$ cat src/rtl/rf_alu_pkg.sv
// Shared definitions for the register-file / ALU sequencer: ALU codes,
// FSM state names, the command record and the op legality rule.
package rf_alu_pkg;

  localparam int CMD_DATA_W = 8;
  localparam int CMD_ADDR_W = 3;
  localparam int CMD_OP_W   = 3;

  localparam logic [2:0] ALU_ADD = 3'b010;
  localparam logic [2:0] ALU_SUB = 3'b110;
  localparam logic [2:0] ALU_AND = 3'b000;
  localparam logic [2:0] ALU_OR  = 3'b001;
  localparam logic [2:0] ALU_SLT = 3'b111;

  typedef enum logic [1:0] {
    ST_IDLE = 2'd0,
    ST_READ = 2'd1,
    ST_EXEC = 2'd2,
    ST_WB   = 2'd3
  } state_e;

  typedef struct packed {
    logic                  ld;
    logic [CMD_OP_W-1:0]   op;
    logic [CMD_ADDR_W-1:0] rd;
    logic [CMD_ADDR_W-1:0] rs;
    logic [CMD_ADDR_W-1:0] rt;
    logic                  use_imm;
    logic [CMD_DATA_W-1:0] imm;
  } cmd_t;

  // Codes 011/100/101 have no ALU function and are rejected.
  function automatic logic is_legal_op(input logic [2:0] op);
    case (op)
      ALU_ADD, ALU_SUB, ALU_AND, ALU_OR, ALU_SLT: return 1'b1;
      default:                                    return 1'b0;
    endcase
  endfunction

endpackage

$ cat src/rtl/rf_alu_sequencer.sv
// Valid/ready command sequencer for the 8-entry register file and ALU.
// Optional build macro RF_ALU_SEQ_FWD_EN adds a last-write bypass so that a
// register file which commits its write after the write-back edge still
// feeds the next command the right operand.
//
// state | meaning
// IDLE  | cmd_ready high, waiting for a command
// READ  | drive rs/rt read addresses, latch operands
// EXEC  | drive ALU, latch result and zero flag
// WB    | write result to rd (suppressed for rd == 0), pulse done
module rf_alu_sequencer
  import rf_alu_pkg::*;
#(
  parameter int DATA_W = 8,
  parameter int ADDR_W = 3,
  parameter int OP_W   = 3
) (
  input  logic              clk,
  input  logic              rst_n,
  input  logic              cmd_valid,
  output logic              cmd_ready,
  input  logic              cmd_ld,
  input  logic [OP_W-1:0]   cmd_op,
  input  logic [ADDR_W-1:0] cmd_rd,
  input  logic [ADDR_W-1:0] cmd_rs,
  input  logic [ADDR_W-1:0] cmd_rt,
  input  logic              cmd_use_imm,
  input  logic [DATA_W-1:0] cmd_imm,
  output logic [ADDR_W-1:0] rf_ra1,
  output logic [ADDR_W-1:0] rf_ra2,
  input  logic [DATA_W-1:0] rf_rd1,
  input  logic [DATA_W-1:0] rf_rd2,
  output logic              rf_we,
  output logic [ADDR_W-1:0] rf_wa,
  output logic [DATA_W-1:0] rf_wd,
  output logic [DATA_W-1:0] alu_a,
  output logic [DATA_W-1:0] alu_b,
  output logic [OP_W-1:0]   alu_ctrl,
  input  logic [DATA_W-1:0] alu_y,
  input  logic              alu_zero,
  output logic              done,
  output logic [DATA_W-1:0] result,
  output logic              zero_flag,
  output logic              err
);

  localparam logic [1:0] S_IDLE = ST_IDLE;
  localparam logic [1:0] S_READ = ST_READ;
  localparam logic [1:0] S_EXEC = ST_EXEC;
  localparam logic [1:0] S_WB   = ST_WB;

  logic [1:0]        state;
  logic              c_ld;
  logic [OP_W-1:0]   c_op;
  logic [ADDR_W-1:0] c_rd, c_rs, c_rt;
  logic              c_use_imm;
  logic [DATA_W-1:0] c_imm;
  logic [DATA_W-1:0] op_a, op_b, result_q;
  logic              zero_q, err_q;
  logic [DATA_W-1:0] src_a, src_b;

`ifdef RF_ALU_SEQ_FWD_EN
  logic              fwd_vld;
  logic [ADDR_W-1:0] fwd_rd;

  // Remember the destination of the last write; rd == 0 never forwards.
  always_ff @(posedge clk) begin
    if (!rst_n) begin
      fwd_vld <= 1'b0;
      fwd_rd  <= '0;
    end else if (state == S_WB) begin
      fwd_vld <= (c_rd != '0);
      fwd_rd  <= c_rd;
    end
  end

  assign src_a = (fwd_vld && (c_rs == fwd_rd)) ? result_q : rf_rd1;
  assign src_b = (fwd_vld && (c_rt == fwd_rd)) ? result_q : rf_rd2;
`else
  assign src_a = rf_rd1;
  assign src_b = rf_rd2;
`endif

  // State transitions plus command, operand and result registers.
  always_ff @(posedge clk) begin
    if (!rst_n) begin
      state     <= S_IDLE;
      c_ld      <= 1'b0;
      c_op      <= '0;
      c_rd      <= '0;
      c_rs      <= '0;
      c_rt      <= '0;
      c_use_imm <= 1'b0;
      c_imm     <= '0;
      op_a      <= '0;
      op_b      <= '0;
      result_q  <= '0;
      zero_q    <= 1'b0;
      err_q     <= 1'b0;
    end else begin
      err_q <= 1'b0;
      case (state)
        S_IDLE: begin
          if (cmd_valid) begin
            c_ld      <= cmd_ld;
            c_op      <= cmd_op;
            c_rd      <= cmd_rd;
            c_rs      <= cmd_rs;
            c_rt      <= cmd_rt;
            c_use_imm <= cmd_use_imm;
            c_imm     <= cmd_imm;
            if (cmd_ld)                   state <= S_WB;
            else if (!is_legal_op(cmd_op)) err_q <= 1'b1;
            else                          state <= S_READ;
          end
        end
        S_READ: begin
          op_a  <= src_a;
          op_b  <= c_use_imm ? c_imm : src_b;
          state <= S_EXEC;
        end
        S_EXEC: begin
          result_q <= alu_y;
          zero_q   <= alu_zero;
          state    <= S_WB;
        end
        default: begin
          // A load becomes the held result at write-back; zero flag untouched.
          if (c_ld) result_q <= c_imm;
          state <= S_IDLE;
        end
      endcase
    end
  end

  // Moore output decode; everything idles at zero outside its own state.
  always_comb begin
    cmd_ready = 1'b0;
    rf_ra1    = '0;
    rf_ra2    = '0;
    rf_we     = 1'b0;
    rf_wa     = '0;
    rf_wd     = '0;
    alu_a     = '0;
    alu_b     = '0;
    alu_ctrl  = '0;
    done      = 1'b0;
    case (state)
      S_IDLE: cmd_ready = 1'b1;
      S_READ: begin
        rf_ra1 = c_rs;
        rf_ra2 = c_rt;
      end
      S_EXEC: begin
        alu_a    = op_a;
        alu_b    = op_b;
        alu_ctrl = c_op;
      end
      S_WB: begin
        rf_we = (c_rd != '0);
        rf_wa = c_rd;
        rf_wd = c_ld ? c_imm : result_q;
        done  = 1'b1;
      end
      default: ;
    endcase
  end

  assign result    = result_q;
  assign zero_flag = zero_q;
  assign err       = err_q;

endmodule

$ cat config.mk
export PLATFORM = sky130hd
export DESIGN_NAME = rf_alu_sequencer
export DESIGN_NICKNAME = d
export VERILOG_FILES = /design/src/rtl/rf_alu_pkg.sv /design/src/rtl/rf_alu_sequencer.sv
export SDC_FILE = /design/constraint.sdc
export NUM_CORES = 1
export LEC_CHECK = 0
export CAP_MARGIN = 10
export CELL_PAD_IN_SITES_DETAIL_PLACEMENT = 0
export CELL_PAD_IN_SITES_GLOBAL_PLACEMENT = 1
export CORE_MARGIN = 10
export CORE_UTILIZATION = 31
export CTS_CLUSTER_DIAMETER = 200
export DETAILED_ROUTE_END_ITERATION = 10
export PLACE_DENSITY = 0.81
export RECOVER_POWER = 50
export SLEW_MARGIN = 20
export SYNTH_ARGS = -nofsm -noshare
export SYNTH_HDL_FRONTEND = slang
export SYNTH_SLANG_ARGS = --single-unit
export TNS_END_PERCENT = 10
$ cat constraint.sdc
create_clock -name clk -period 1.8 [get_ports clk]
set_input_delay 0.36 -clock clk [delete_from_list [all_inputs] [get_ports clk]]
set_output_delay 0.36 -clock clk [all_outputs]
set_load 0.005 [all_outputs]
==> key figures <==
Drt
  • Final WL: 7260 µm
  • DRC: 0
  • Vias/cell: 4.45
  • Routed vias: 2,197
  • Pre-antenna DRT Iters: 4
  • Routed WL per cell: 14.7 µm
  • 1st-iter DRT viols: 39
  • Antenna-violating nets left: 0

Worst setup path
  • Critical path required time: 1440 ps
  • Worst path max stage delay: 370 ps
  • RR Endpoint: result[0]$_SDFFE_PN0N_
  • Critical-path top delay cell: dfxtp_4
  • Crit-path cells: ha_4 -> and2_4 -> or3_1 -> buf_2
  • Reg2Reg Launch Point: state[0]$_SDFFE_PN0P_
  • Worst reg-to-reg path cell count: 7
  • Startpoint Class: flop
  • R2r setup slk: 130 ps
  • Crit. End Element: output pin
  • CP Max Fanout: 5
  • Worst endpoint data arrival time: 1470 ps
  • CP top delay family: simple AND/OR/NAND/NOR gates
  • Buffers plus inverters on the worst setup path: 1
  • Setup Crit Path Kind: flop to output pin

GRT
  • Antenna violations before repair: 0
  • All-Layer GR Usage: 12.2%
  • Largest net degree at the start of global routing: 34
  • Grt ovf: 0
  • Vias in the first global route: 2,298
  • First-pass GRT wire length: 11,700 µm

Synth
  • Mapped Cells: 280
  • Post-synth top area cell: dfxtp_1
  • Adder-Cell Fraction of Synth Area: 2.59%
  • Post-synthesis xor/xnor area fraction: 0%
  • Post-synth top area share: 41.4%
  • Compound-Gate Fraction of Synth Area: 14.9%
  • Register area share after synthesis: 41.4%
  • Yosys synthesis warning count: 0
  • Syn avg cell area: 8.63 µm²
  • Post-synth cell types: 25
  • Main area contributors after synthesis: dfxtp_1, mux2i_1, and2_1
  • Seq cells post-synth: 50
  • Largest family of logic cells by synthesized area: simple AND/OR/NAND/NOR gates
  • Mux cell area share after synthesis: 11.2%
  • Synth Cell Area: 2420 µm²
  • Syn_nets: 335
  • Simple-Gate Fraction of Synth Area: 25.4%

Placed design
  • PortBufs: 98
  • GP Congestion: 0.739
  • Post-DP HPWL: 5560 µm
  • Cells after DPL: 485

Die
  • I/O Pins: 99
  • Starting density of the core: 31.6%
  • Row Count: 32
  • Core area: 7650 µm²
  • Die width: 108 µm
  • Die H: 108 µm
  • Die Area: 11,700 µm²

Power and ir drop
  • Logic pwr share: 48.0%
  • Pwr dens: 1170 nW/µm²
  • Seq pwr share: 35.5%
  • Clock power frac: 16.5%
  • Leakage Power: 1.51 nW
  • Sw Share: 35.0%
  • Switching power: 1.54 mW
  • Max VDD drop: 0.557 mV
  • Cell Int Power: 2.86 mW

Layout
  • Final std cells w/o fill: 494
  • Net count, final: 446
  • Util after Layout: 49.2%
  • Area growth syn-to-layout: 55.7%
  • Diode count: 0
  • Most frequent cells in the layout: clkdlybuf4s50_1, nand2_1, dfxtp_1
  • Multi-input gate area: 1390 µm²
  • Commonest non-fill, non-tap cell in the layout: clkdlybuf4s50_1
  • Share of cells above drive strength 1: 20.7%
  • # fillers: 752
  • Register Area: 1010 µm²

Timing
  • Max Fclk: 0.547 GHz
  • Clk_skew: 4.30 ps
  • RSZ-0062 raised after global routing: yes
  • Total negative slack: -46.7 ps
  • Minimum clock period: 1830 ps
  • Final hold vios: 0
  • Setup WS post-layout: -29.4 ps
  • Slew Limit Fails: 0
  • Period utilization: 102%
  • Rel. slew slack: 66.1%
  • Final setup viols: 2
  • Slew @ Worst Pin: 508 ps

Job
  • MaxCap Viol Count: 0

Clock tree
  • CTS Hold Bufs: 0
  • CTS root buf: clkbuf_8
  • Maximum clock insertion buffer count: 2
  • Clk sinks: 50
  • Cts bufs inserted: 5
  • CTS HTree Levels: 2
  • Clock Pin Slew Worst Setup and Hold Paths: 90 ps
  • Clock latency on the worst-skew pair: 290 ps
  • CTS tree: done

Min path
  • Hold EP: c_rs[0]$_SDFFE_PN0P_
  • Hold Path Class: flop to flop
  • Worst hold path depth: 2
  • Min-delay src: c_rs[0]$_SDFFE_PN0P_

Status
  • Failing checks: setup timing
  • Status: finished with violations
-- cell families (layout without fill, tap and decap cells) --
kind of cell	after synthesis	in the layout
buf+inv	24	136
simple gates	124	124
compound gates	50	50
flops	50	50
fa+ha+maj	5	5
mux	27	27
-- power by group through the flow --
stage,Clock [mW],Combinational [mW],Sequential [mW]
2_1_floorplan,0,1.17,1.50
3_3_place_gp,0,2.06,1.54
3_5_place_dp,0,2.08,1.55
4_1_cts,0.761,2.14,1.56
5_1_grt,0.807,2.35,1.60
6_report,0.727,2.11,1.56
-- final cells by class --
class                           instances  share of cell area (%)
Clock buffer                            7                    2.56
Inverter                                4                   0.399
Timing Repair Buffer                  124                    29.7
Sequential cell                        50                    26.8
Multi-Input combinational cell        206                    36.9
Clock inverter                          1                   0.233
Tap cell                              102                    3.39
-- through the flow --
stage | hold slack [ps] | setup WS, ps | total power, mW | instance area (µm²)
after floorplan | 432 | 195 | 2.67 | 2420
after global placement | 438 | -117 | 3.60 | 3670
after detailed placement | 442 | -161 | 3.63 | 3670
after CTS | 456 | -157 | 4.46 | 3790
after global routing | 471 | -98.9 | 4.76 | 3760
final | 454 | -29.4 | 4.40 | 3760
-- sequential cells by signal, indices dropped and copies added (netlist names) --
name	flops
op_a	8
result	8
err	1
c_imm	8
c_rt	3
op_b	8
state	2
c_rd	3
c_use_imm	1
c_op	3
c_rs	3
zero_flag	1
c_ld	1
-- cell usage after synthesis, drive strengths merged --
| cell type | instances |
|---|---|
| dfxtp | 50 |
| nand2 | 47 |
| and2 | 37 |
| mux2i | 27 |
| a21oi | 23 |
| nor2 | 18 |
| a211oi | 16 |
| nor2b | 16 |
| buf | 10 |
| clkbuf | 10 |
| o21a | 8 |
| ha | 5 |
| inv | 4 |
| or3 | 3 |
| a2111oi | 1 |
| a21bo | 1 |
| a31oi | 1 |
| nand2b | 1 |
| nand3b | 1 |
| or2 | 1 |
-- worst max-delay path by stage --
stage                                     start                endpoint  depth (start not counted)
after detailed placement  state[0]$_SDFFE_PN0P_                   rf_we                          4
after global placement    state[0]$_SDFFE_PN0P_                   rf_we                          4
after CTS                 state[0]$_SDFFE_PN0P_                   rf_we                          4
after floorplan           state[0]$_SDFFE_PN0P_  result[0]$_SDFFE_PN0N_                          7
after global routing      state[1]$_SDFFE_PN0P_                   rf_we                          4
final                     state[1]$_SDFFE_PN0P_                   rf_we                          4
-- layer usage --
layer | GRT usage (%) | wire length (µm) | up-vias
met5 | 0 | 0 | -
met4 | 2.07 | 17 | 0
met3 | 5.47 | 696 | 2
met2 | 19.8 | 3440 | 62
met1 | 14.8 | 3110 | 986
li1 | - | - | 1147
-- repair_timing --
item / in CTS / in global routing
pin swaps: 0 / 3
gates resized for setup: 97 / 21
gates cloned: 0 / 0
setup buffers: 1 / 0
setup endpoints to repair: 39 / 31
-- worst min-delay path: stages, from the launching register on --
cell,delay (ps)
dfxtp_1,320
nand2_1,50
a21oi_1,50
(Power assumes the default switching activity.)
